===== src/rtl/sdram_port_arbiter_pkg.sv =====
// sdram_port_arbiter_pkg: shared widths and FSM/owner types for the SDRAM port arbiter
package sdram_port_arbiter_pkg;
  localparam int SDRAM_ADDR_W = 25;
  localparam int SDRAM_DATA_W = 16;
  typedef enum logic [1:0] {IDLE, ISSUE, WAIT, RESP} arb_state_t;
  typedef enum logic {OWN_IF, OWN_ME} arb_owner_t;
endpackage


===== src/rtl/sdram_port_arbiter_select.sv =====
// sdram_arb_select: ME-over-IF winner selection; SDRAM_ARB_STARVE_GUARD_EN adds an IF starvation guard
module sdram_arb_select
  import sdram_port_arbiter_pkg::*;
#(
  parameter int STARVE_LIMIT = 8
) (
`ifdef SDRAM_ARB_STARVE_GUARD_EN
  input  logic       clock,
  input  logic       reset,
  input  logic       arb_en,
`endif
  input  logic       if_req,
  input  logic       me_req,
  output logic       any_req,
  output arb_owner_t winner
);
`ifdef SDRAM_ARB_STARVE_GUARD_EN
  localparam int CW = $clog2(STARVE_LIMIT + 1);
  logic [CW-1:0] cnt_q, cnt_d;
  logic          starve;
  // ME wins unless IF has lost STARVE_LIMIT arbitrations in a row; count IF losses while it waits
  always_comb begin
    any_req = if_req | me_req;
    starve  = cnt_q == CW'(STARVE_LIMIT);
    winner  = me_req && !(starve && if_req) ? OWN_ME : OWN_IF;
    cnt_d   = !arb_en ? cnt_q : (!if_req || winner == OWN_IF) ? '0 : starve ? cnt_q : cnt_q + 1'b1;
  end
  // starvation counter register
  always_ff @(posedge clock) cnt_q <= reset ? '0 : cnt_d;
`else
  // strict priority: ME holds the older instruction, so it always wins a tie
  always_comb begin
    any_req = if_req | me_req;
    winner  = me_req ? OWN_ME : OWN_IF;
  end
`endif
endmodule


===== src/rtl/sdram_port_arbiter.sv =====
// sdram_port_arbiter: shares one SDRAM controller port between IF (read) and ME (read/write); optional SDRAM_ARB_STARVE_GUARD_EN
module sdram_port_arbiter
  import sdram_port_arbiter_pkg::*;
#(
  parameter int ADDR_W       = SDRAM_ADDR_W,
  parameter int DATA_W       = SDRAM_DATA_W,
  parameter int STARVE_LIMIT = 8
) (
  input  logic              clock,
  input  logic              reset,
  input  logic              if_req,
  input  logic [ADDR_W-1:0] if_addr,
  output logic              if_done,
  output logic [DATA_W-1:0] if_rdata,
  input  logic              me_req,
  input  logic              me_we,
  input  logic [ADDR_W-1:0] me_addr,
  input  logic [DATA_W-1:0] me_wdata,
  output logic              me_done,
  output logic [DATA_W-1:0] me_rdata,
  output logic              mem_req,
  input  logic              mem_ready,
  output logic              mem_we,
  output logic [ADDR_W-1:0] mem_addr,
  output logic [DATA_W-1:0] mem_wdata,
  input  logic              mem_rvalid,
  input  logic [DATA_W-1:0] mem_rdata
);
  arb_state_t        state_q, state_d;
  arb_owner_t        owner_q, owner_d, winner;
  logic              any_req, sample, fin, rd_fin;
  logic              mem_req_q, mem_req_d, mem_we_q, mem_we_d;
  logic              if_done_q, if_done_d, me_done_q, me_done_d;
  logic [ADDR_W-1:0] mem_addr_q, mem_addr_d;
  logic [DATA_W-1:0] mem_wdata_q, mem_wdata_d;
  logic [DATA_W-1:0] if_rdata_q, if_rdata_d, me_rdata_q, me_rdata_d;

  sdram_arb_select #(.STARVE_LIMIT(STARVE_LIMIT)) u_select (
`ifdef SDRAM_ARB_STARVE_GUARD_EN
    .clock  (clock),
    .reset  (reset),
    .arb_en (state_q == IDLE),
`endif
    .if_req (if_req),
    .me_req (me_req),
    .any_req(any_req),
    .winner (winner)
  );

  // state register
  always_ff @(posedge clock) state_q <= reset ? IDLE : state_d;

  // next state: controller inputs only matter in the state that consumes them
  always_comb begin
    state_d = state_q == IDLE  ? (any_req ? ISSUE : IDLE) :
              state_q == ISSUE ? (!mem_ready ? ISSUE : mem_we_q ? RESP : WAIT) :
              state_q == WAIT  ? (mem_rvalid ? RESP : WAIT) : IDLE;
  end

  // outputs: latch the winner's fields on a grant, pulse done one cycle after completion
  always_comb begin
    sample      = state_q == IDLE && any_req;
    rd_fin      = state_q == WAIT && mem_rvalid;
    fin         = rd_fin || (state_q == ISSUE && mem_ready && mem_we_q);
    owner_d     = sample ? winner : owner_q;
    mem_req_d   = sample || (state_q == ISSUE && !mem_ready);
    mem_we_d    = sample ? winner == OWN_ME && me_we : mem_we_q;
    mem_addr_d  = sample ? (winner == OWN_ME ? me_addr : if_addr) : mem_addr_q;
    mem_wdata_d = sample ? (winner == OWN_ME ? me_wdata : '0) : mem_wdata_q;
    if_done_d   = fin && owner_q == OWN_IF;
    me_done_d   = fin && owner_q == OWN_ME;
    if_rdata_d  = rd_fin && owner_q == OWN_IF ? mem_rdata : if_rdata_q;
    me_rdata_d  = rd_fin && owner_q == OWN_ME ? mem_rdata : me_rdata_q;
  end

  // datapath and output registers
  always_ff @(posedge clock) begin
    if (reset) begin
      owner_q     <= OWN_IF;
      mem_req_q   <= 1'b0;
      mem_we_q    <= 1'b0;
      mem_addr_q  <= '0;
      mem_wdata_q <= '0;
      if_done_q   <= 1'b0;
      me_done_q   <= 1'b0;
      if_rdata_q  <= '0;
      me_rdata_q  <= '0;
    end else begin
      owner_q     <= owner_d;
      mem_req_q   <= mem_req_d;
      mem_we_q    <= mem_we_d;
      mem_addr_q  <= mem_addr_d;
      mem_wdata_q <= mem_wdata_d;
      if_done_q   <= if_done_d;
      me_done_q   <= me_done_d;
      if_rdata_q  <= if_rdata_d;
      me_rdata_q  <= me_rdata_d;
    end
  end

  assign mem_req   = mem_req_q;
  assign mem_we    = mem_we_q;
  assign mem_addr  = mem_addr_q;
  assign mem_wdata = mem_wdata_q;
  assign if_done   = if_done_q;
  assign me_done   = me_done_q;
  assign if_rdata  = if_rdata_q;
  assign me_rdata  = me_rdata_q;
endmodule

===== config.mk =====
export PLATFORM = sky130hd
export DESIGN_NAME = sdram_port_arbiter
export DESIGN_NICKNAME = d
export VERILOG_FILES = /design/src/rtl/sdram_port_arbiter_pkg.sv /design/src/rtl/sdram_port_arbiter_select.sv /design/src/rtl/sdram_port_arbiter.sv
export SDC_FILE = /design/constraint.sdc
export NUM_CORES = 1
export LEC_CHECK = 0
export CAP_MARGIN = 5
export CORE_MARGIN = 1
export CORE_UTILIZATION = 42
export DETAILED_ROUTE_END_ITERATION = 8
export GPL_ROUTABILITY_DRIVEN = 0
export GPL_TIMING_DRIVEN = 0
export PLACE_DENSITY_LB_ADDON = 0.12
export SLEW_MARGIN = 20
export SYNTH_ARGS = -nofsm -noshare
export SYNTH_HDL_FRONTEND = slang
export SYNTH_SLANG_ARGS = --single-unit

===== constraint.sdc =====
create_clock -name clock -period 3.9 [get_ports clock]
set_clock_uncertainty 0.05 [all_clocks]
set_input_delay 0.975 -clock clock [delete_from_list [all_inputs] [get_ports clock]]
set_output_delay 0.975 -clock clock [all_outputs]
set_load 0.05 [all_outputs]

# Yosys cells after proc, flatten, opt, wreduce, memory -nomap -nowiden
# Index checks and enable logic that the tools add are counted.
# totals
regBits,80
wordCells,38
in_bits,89
out_inout_bits,77
# classes
n_bitwise,2
eq_ne,2
reduce_logical,14
mux,10
# ops
op,n
two-way mux 25 bit,1
two-way mux 16 bit,1
logical AND 1 bit,10
two-way mux 2 bit,4
two-way mux 1 bit,4
"== test 2 x 1 -> 1 bit, second input constant",1
"== test 2 bit, second input constant",1
zero test 2 bit,1
logical OR 1 bit,2
zero test 1 bit,1
inverter 1 bit,1
bitwise OR 1 bit,1

# Depth between registers and ports, before layout
# Gate-level depths: netlist (run 1).
# logic_depth
depth_word,5
depth_mapped,6

# Cells and area by module
# Synthesis (run 1) repeated with hierarchy kept, for this count alone.
# hier_totals
hier_cells,292
hier_area_um2,2961.6
# by_module_without_submodules
mod,area_per_inst_um2,instances,cells_each
sdram_port_arbiter,2947.8,1,290
sdram_arb_select,13.8,1,2

# Worst setup path after synthesis (run 1)
# No wires, ideal clock.
# synth_path
kind,input to register
from,input port me_req
to,"register mem_wdata_q[10], in the netlist mem_wdata[10]"
setup_ns,0.060
stages,5
arrival_ns,1.822
setup_slack_ns,1.968
required_time_ns,3.790
cell_sequence,or2_0 buf_2 a21oi_2 buf_4 a22o_1
# synth_via
elab_chain_cells,2
elab_cells_between_ends,4
# synth_lines
element,line,rtl
"start, declared",sdram_port_arbiter.sv:15,"input logic me_req,"
two-way mux 1 bit or bitwise OR 1 bit (tied branches),"sdram_port_arbiter_select.sv:34, sdram_port_arbiter_select.sv:33",
two-way mux 16 bit or logical AND 1 bit (tied branches),"sdram_port_arbiter.sv:69, sdram_port_arbiter.sv:62",
"end signal, assigned",sdram_port_arbiter.sv:93,mem_wdata_q <= mem_wdata_d;
"end, declared",sdram_port_arbiter.sv:35,"logic [DATA_W-1:0] mem_wdata_q, mem_wdata_d;"
# Parallel ways exist; a longest one is shown, timed or not.
# A chain may end at the register's enable or synchronous reset.

# Final worst setup path (run 1)
# layout_path
from,"register mem_we_q, in the netlist mem_we"
to,output port mem_we
# layout_rtl
element,line,rtl
"start, declared",sdram_port_arbiter.sv:32,"logic mem_req_q, mem_req_d, mem_we_q, mem_we_d;"
"start signal, assigned",sdram_port_arbiter.sv:91,mem_we_q <= mem_we_d;
"end, declared",sdram_port_arbiter.sv:23,"output logic mem_we,"
# No word-level cell between the ends.

==> run_results.csv, run 1 <==
group,metric,value,unit
synth,synth.ff_latch_count,80,
sta,rsz0062_at_grt,"no",
sta,hold_viol,0,
sta,slew_at_the_pin_closest_to_its_max_slew_limit,0.557,ns
final_layout,proportion_of_layout_cells_with_a_drive_suffix_above_1,8.75,%
sta,period_share,67.0,%
route,drc,0,
worst_setup_path,worstPathArrival,1.59,ns
hold_path,hold_start,"if_rdata[14]",
synth,synthAdderAreaFrac,0,%
power,ir_worst_vdd,0.225,mV
final_layout,n_antenna_cell,0,
synth,post_synth_main_area_contributors,"sky130_fd_sc_hd__dfxtp_1, sky130_fd_sc_hd__a21oi_1, sky130_fd_sc_hd__mux2i_1",
route,drt_wl_total,8730,um
floorplan,pin_count,166,
worst_setup_path,timing.critical_path.max_delay_family,"buffers and inverters",
clock_tree,postCtsResizedCells,0,
final_layout,nNetsFinal,598,
synth,synth_top_cell_area_share,51.2,%
floorplan,design.die.area,7790,sq um
run_status,run_status,"complete, no violations",
worst_setup_path,path_max_fanout,4,
worst_setup_path,timing.setup.critical_path_class,"reg -> out",
global_route,track_usage,23.2,%
global_route,pin_count_of_the_biggest_net_entering_global_routing,14,
job,timing.max_cap.violations,0,
global_route,grt_first_pass_wirelength,13900,um
sta,finalHoldWorstSlack,0.408,ns
worst_setup_path,timing.critical_path.buf_inv,1,
worst_setup_path,r2r_start,"state_q[1]",
synth,synthesis.area,3130,sq um
sta,total_of_endpoints_with_negative_setup_slack_in_the_final_report,0,
synth,synthesis.yosys.warnings,0,
synth,number_of_distinct_library_cells_after_synthesis,32,
hold_path,worst_hold_path_type,"reg -> reg",
worst_setup_path,crit_required,2.87,ns
power,p_leak,1.91,nW
synth,synth.most_common_cell,"sky130_fd_sc_hd__dfxtp_1",
global_route,grt_overflow_total,0,
clock_tree,clk_pin_slew_worst_paths,0.08,ns
synth,synth_largest_area_cell,"sky130_fd_sc_hd__dfxtp_1",
sta,timing.setup.tns,0,ns
worst_setup_path,worstPathCellList,"clkdlybuf4s50_1",
worst_setup_path,timing.critical_path.from,"mem_we",
placement,dp_hpwl,6520,um
route,detail_route.vias_per_cell,4.97,
clock_tree,cts_setup_buffers,0,
clock_tree,cts.htree.levels,3,
floorplan,start_util,43.3,%
worst_setup_path,startpoint_type,"flop",
power,p_per_area,432,nW/um^2
worst_setup_path,setup.worst_path.end_class,"primary output",
route,dr.pass1.iters,4,
clock_tree,cts.sinks,80,
route,detailedRoute.firstIterationViolations,125,
synth,synth_simple_gate_area_share,13.3,%
floorplan,die_w,88.3,um
clock_tree,cts_max_path_buffers,2,
synth,synth-compound-area-share,21.4,%
synth,synth_ff_type,"sky130_fd_sc_hd__dfxtp_1",
sta,report.final.slew_viol_count,0,
sta,final_min_period,2.61,ns
floorplan,row_count,31,
synth,synth.cells.most_frequent,"sky130_fd_sc_hd__dfxtp_1, sky130_fd_sc_hd__nand2_1, sky130_fd_sc_hd__a21oi_1",
synth,synth.net_count,422,
route,route.vias.total,3046,
synth,synth_xor_area_share,0,%
worst_setup_path,critical_path.max_stage_delay,0.83,ns
synth,synth_enable_flop_cells,0,
clock_tree,clk_root_buffer_cell,"sky130_fd_sc_hd__clkbuf_8",
sta,timing.slew.headroom,62.8,%
clock_tree,cts_hold_buffers,0,
worst_setup_path,cp_slowest_cell,"sky130_fd_sc_hd__clkdlybuf4s50_1",
clock_tree,clk_latency,0.34,ns
clock_tree,cts_tree,"yes",
floorplan,placeableCoreArea,7210,sq um
synth,synth.avg_cell_area,9.39,sq um
placement,buffer_ports.inserted,165,
final_layout,syn2layout_area_growth,64.3,%
floorplan,dieHeight,88.3,um
route,drtAntennaViolNets,0,
sta,maxClockFrequency,0.383,GHz
synth,yosysSeqAreaShare,51.2,%
synth,synthCells,333,
synth,ys_async_sr_fraction,0,%
clock_tree,tritoncts.num_buffers,9,
synth,synth_top_family_by_area,"compound AO/OA/AOI/OAI gates",
global_route,grt_pass1_vias,2892,
synth,post_synth_mux_area_share,8.00,%
route,wl_per_cell,14.2,um
global_route,grt_antenna_before_repair,0,
==> cell families (layout without fill, tap and decap cells) <==
| logic type | Yosys count | count (layout) |
|---|---|---|
| AND/OR/NAND/NOR | 87 | 87 |
| buffers and inverters | 31 | 212 |
| flip-flops | 80 | 80 |
| AO/OA/AOI/OAI | 110 | 110 |
| multiplexers | 25 | 25 |
==> worst paths after layout <==
check	end	slack, ns	depth (start not counted)
max	mem_we	1.29	1
min	if_rdata[14]	0.41	2
max reg2reg	mem_addr[7]	2.39	5
min reg2reg	if_rdata[14]	0.41	2
==> registers in the layout, summed over array words and instances, names as in the netlist <==
| register | flops |
|---|---|
| mem_addr | 25 |
| mem_wdata | 16 |
| me_done | 1 |
| state_q | 2 |
| if_rdata | 16 |
| mem_we | 1 |
| me_rdata | 16 |
| if_done | 1 |
| owner_q | 1 |
| mem_req | 1 |
==> power breakdown <==
part | leakage (nW) | internal [W] | switching, W
clock network | 0.116 | 0.000423 | 0.000298
logic | 1.14 | 0.000250 | 0.000344
registers | 0.655 | 0.000874 | 0.0000307
total | 1.91 | 0.00155 | 0.000672
==> layer usage <==
metal / global-route usage, % / vias to the layer above / part of all wire (%)
met4: 11.4 / 0 / 2.8
met3: 7.46 / 19 / 8.2
met1: 27.6 / 1381 / 42
met5: 0 / - / 0
li1: - / 1521 / -
met2: 37.6 / 125 / 47
==> final cells by class <==
class	instances	area (sq um)
Clock inverter	6	108
Sequential cell	80	1600
Fill cell	609	2080
Timing Repair Buffer	165	1650
Multi-Input combinational cell	222	1340
Clock buffer	10	128
Inverter	2	7.51
Tap cell	99	124
Buffer	29	181
==> layout by cell type (no fill, tap or decap), types with 5 or more instances in the layout <==
cell,Yosys,routed
sky130_fd_sc_hd__clkdlybuf4s50_1,0,165
sky130_fd_sc_hd__dfxtp_1,80,80
sky130_fd_sc_hd__nand2_1,66,66
sky130_fd_sc_hd__a21oi_1,64,64
sky130_fd_sc_hd__mux2i_1,25,25
sky130_fd_sc_hd__a211oi_1,25,25
sky130_fd_sc_hd__a22o_1,14,14
sky130_fd_sc_hd__buf_4,11,11
sky130_fd_sc_hd__clkbuf_8,0,9
sky130_fd_sc_hd__buf_2,8,8
sky130_fd_sc_hd__o21ai_0,5,5
sky130_fd_sc_hd__clkbuf_1,4,5
==> metrics by stage <==
stage / std cells / power (W) / utilization (%) / area, sq um / setup slack [ns]
detailed placement: 597 / 0.00152 / 68.0 / 4900 / 1.27
floorplan: 333 / 0.00127 / - / 3130 / 1.97
global placement: 597 / 0.00151 / 68.0 / 4900 / 1.31
global route: 613 / 0.00230 / 71.2 / 5140 / 1.25
finish: 613 / 0.00222 / 71.2 / 5140 / 1.29
CTS: 613 / 0.00224 / 71.2 / 5140 / 1.28
(Power assumes the default switching activity.)
==> run 2, diff against run 1 <==
--- a/config.mk
+++ b/config.mk
@@ -7,7 +7,7 @@
 export LEC_CHECK = 0
 export CAP_MARGIN = 5
 export CORE_MARGIN = 1
-export CORE_UTILIZATION = 42
+export CORE_UTILIZATION = 35
 export DETAILED_ROUTE_END_ITERATION = 8
 export GPL_ROUTABILITY_DRIVEN = 0
 export GPL_TIMING_DRIVEN = 0
==> constraint.sdc (replaced) <==
create_clock -name clock -period 2.3 [get_ports clock]
set_clock_uncertainty 0.05 [all_clocks]
set_input_delay 0.575 -clock clock [delete_from_list [all_inputs] [get_ports clock]]
set_output_delay 0.575 -clock clock [all_outputs]
set_load 0.05 [all_outputs]
==> run_results.csv, run 2 (same netlist as run 1, synthesis figures left out) <==
group,metric,value,unit
hold_path,hold_start,"me_rdata[7]",
floorplan,pin_count,166,
clock_tree,clk_root_buffer_cell,"sky130_fd_sc_hd__clkbuf_8",
sta,final_min_period,2.19,ns
sta,report.final.slew_viol_count,0,
final_layout,layout_common_cells,"sky130_fd_sc_hd__clkdlybuf4s50_1, sky130_fd_sc_hd__dfxtp_1, sky130_fd_sc_hd__nand2_1",
sta,total_of_endpoints_with_negative_setup_slack_in_the_final_report,0,
global_route,grt_overflow_total,0,
worst_setup_path,startpoint_type,"flop",
route,wl_met2,4100,um
global_route,track_usage,18.3,%
sta,rsz0062_at_grt,"no",
placement,dp_hpwl,6660,um
worst_setup_path,r2r_start,"owner_q",
floorplan,dieHeight,96.5,um
sta,hold_viol,0,
worst_setup_path,path_max_fanout,4,
power,p_seq_share,44.7,%
final_layout,nNetsFinal,598,
worst_setup_path,crit_required,1.67,ns
floorplan,start_util,36.0,%
floorplan,row_count,34,
power,p_leak,1.88,nW
route,drtAntennaViolNets,0,
route,drt_wl_total,8750,um
worst_setup_path,critical_path.max_stage_delay,0.84,ns
route,detailedRoute.firstIterationViolations,50,
power,pwr-share-comb,29.3,%
clock_tree,cts.htree.levels,3,
power,total_chip_power,0.00343,W
worst_setup_path,timing.critical_path.max_delay_family,"buffers and inverters",
clock_tree,clk_pin_slew_worst_paths,0.09,ns
route,maxUsedRoutingLayer,"met4",
sta,timing.setup.tns,0,ns
worst_setup_path,timing.setup.critical_path_class,"reg -> out",
worst_setup_path,timing.critical_path.buf_inv,1,
run_status,run_status,"complete, no violations",
global_route,grt_antenna_before_repair,0,
route,route.met3.wl,729,um
hold_path,worst_hold_path_type,"reg -> reg",
worst_setup_path,cp_slowest_cell,"sky130_fd_sc_hd__clkdlybuf4s50_1",
global_route,grt_pass1_vias,2758,
worst_setup_path,setup.worst_path.end_class,"primary output",
clock_tree,cts_setup_buffers,0,
floorplan,die_w,96.5,um
sta,slew_at_the_pin_closest_to_its_max_slew_limit,0.556,ns
final_layout,layout.cells.non_filler,622,
power,power.net_switching,0.00113,W
power,ir_worst_vdd,0.302,mV
floorplan,placeableCoreArea,8680,sq um
final_layout,proportion_of_layout_cells_with_a_drive_suffix_above_1,8.56,%
clock_tree,clk_latency,0.33,ns
job,timing.max_cap.violations,0,
route,detail_route.vias_per_cell,4.81,
placement,buffer_ports.inserted,165,
power,clock_power_share,25.9,%
clock_tree,cts_max_path_buffers,2,
route,wl_per_cell,14.1,um
clock_tree,tritoncts.num_buffers,9,
sta,maxClockFrequency,0.457,GHz
sta,timing.slew.headroom,62.8,%
clock_tree,cts_tree,"yes",
final_layout,largest_register_ffs,25,
final_layout,layout.cells.most_common,"sky130_fd_sc_hd__clkdlybuf4s50_1",
route,dr.pass1.iters,6,
power,internal_power,0.00230,W
worst_setup_path,timing.critical_path.from,"mem_we",
global_route,pin_count_of_the_biggest_net_entering_global_routing,14,
power,p_per_area,675,nW/um^2
global_route,grt_first_pass_wirelength,13000,um
sta,period_share,95.1,%
clock_tree,cts_hold_buffers,0,
worst_setup_path,worstPathArrival,1.56,ns
final_layout,final_core_utilization,58.5,%
placement,placed_cells,606,
worst_setup_path,worstPathCellList,"clkdlybuf4s50_1",
clock_tree,cts.sinks,80,
route,drc,0,
final_layout,n_antenna_cell,0,
clock_tree,postCtsResizedCells,0,
power,p_sw_share,33.0,%
route,drt-met1-wl,3800,um
final_layout,syn2layout_area_growth,62.4,%
floorplan,design.die.area,9320,sq um
route,route.vias.total,2992,
-- run 2: power by group through the flow --
stage	sequential, W	clock, W	combinational [W]
after floorplan	0.00188	0	0.000286
after global placement	0.00156	0	0.00100
after detailed placement	0.00157	0	0.00101
after CTS	0.00154	0.000916	0.00101
after global routing	0.00155	0.000970	0.00107
final	0.00153	0.000889	0.00101
-- run 2: path summary, 6_finish.rpt --
check | end | slack [ns] | cells after the start
setup reg to reg | if_rdata[7] | 0.78 | 5
hold / removal | me_rdata[7] | 0.41 | 2
setup / recovery | mem_we | 0.11 | 1
hold reg to reg | me_rdata[7] | 0.41 | 2
-- run 2: layout make-up --
class / count / area (sq um)
fill: 810 / 3600
timing repair buffer: 165 / 1650
sequential: 80 / 1600
multi-input combinational: 222 / 1340
buffer: 29 / 181
tap: 108 / 135
clock buffer: 11 / 131
clock inverter: 5 / 33.8
inverter: 2 / 7.51
-- run 2: through the flow --
step           setup WS, ns  hold slack (ns)  area, sq um
2_1_floorplan         0.768            0.398         3130
3_3_place_gp         0.0791            0.392         4910
3_5_place_dp         0.0565            0.398         4910
4_1_cts              0.0856            0.408         5080
5_1_grt              0.0653            0.437         5080
6_report              0.112            0.408         5080
-- run 2: layer usage --
layer	up-vias	GRT usage, %
li1	1522	-
met5	-	0
met4	0	6.86
met2	102	30.9
met3	11	5.71
met1	1357	21.7
-- run 2: worst min-delay path, stage by stage (launching register included) --
cell and delay, ns:
sky130_fd_sc_hd__dfxtp_1 0.32, sky130_fd_sc_hd__nand2_1 0.05, sky130_fd_sc_hd__a21oi_1 0.05
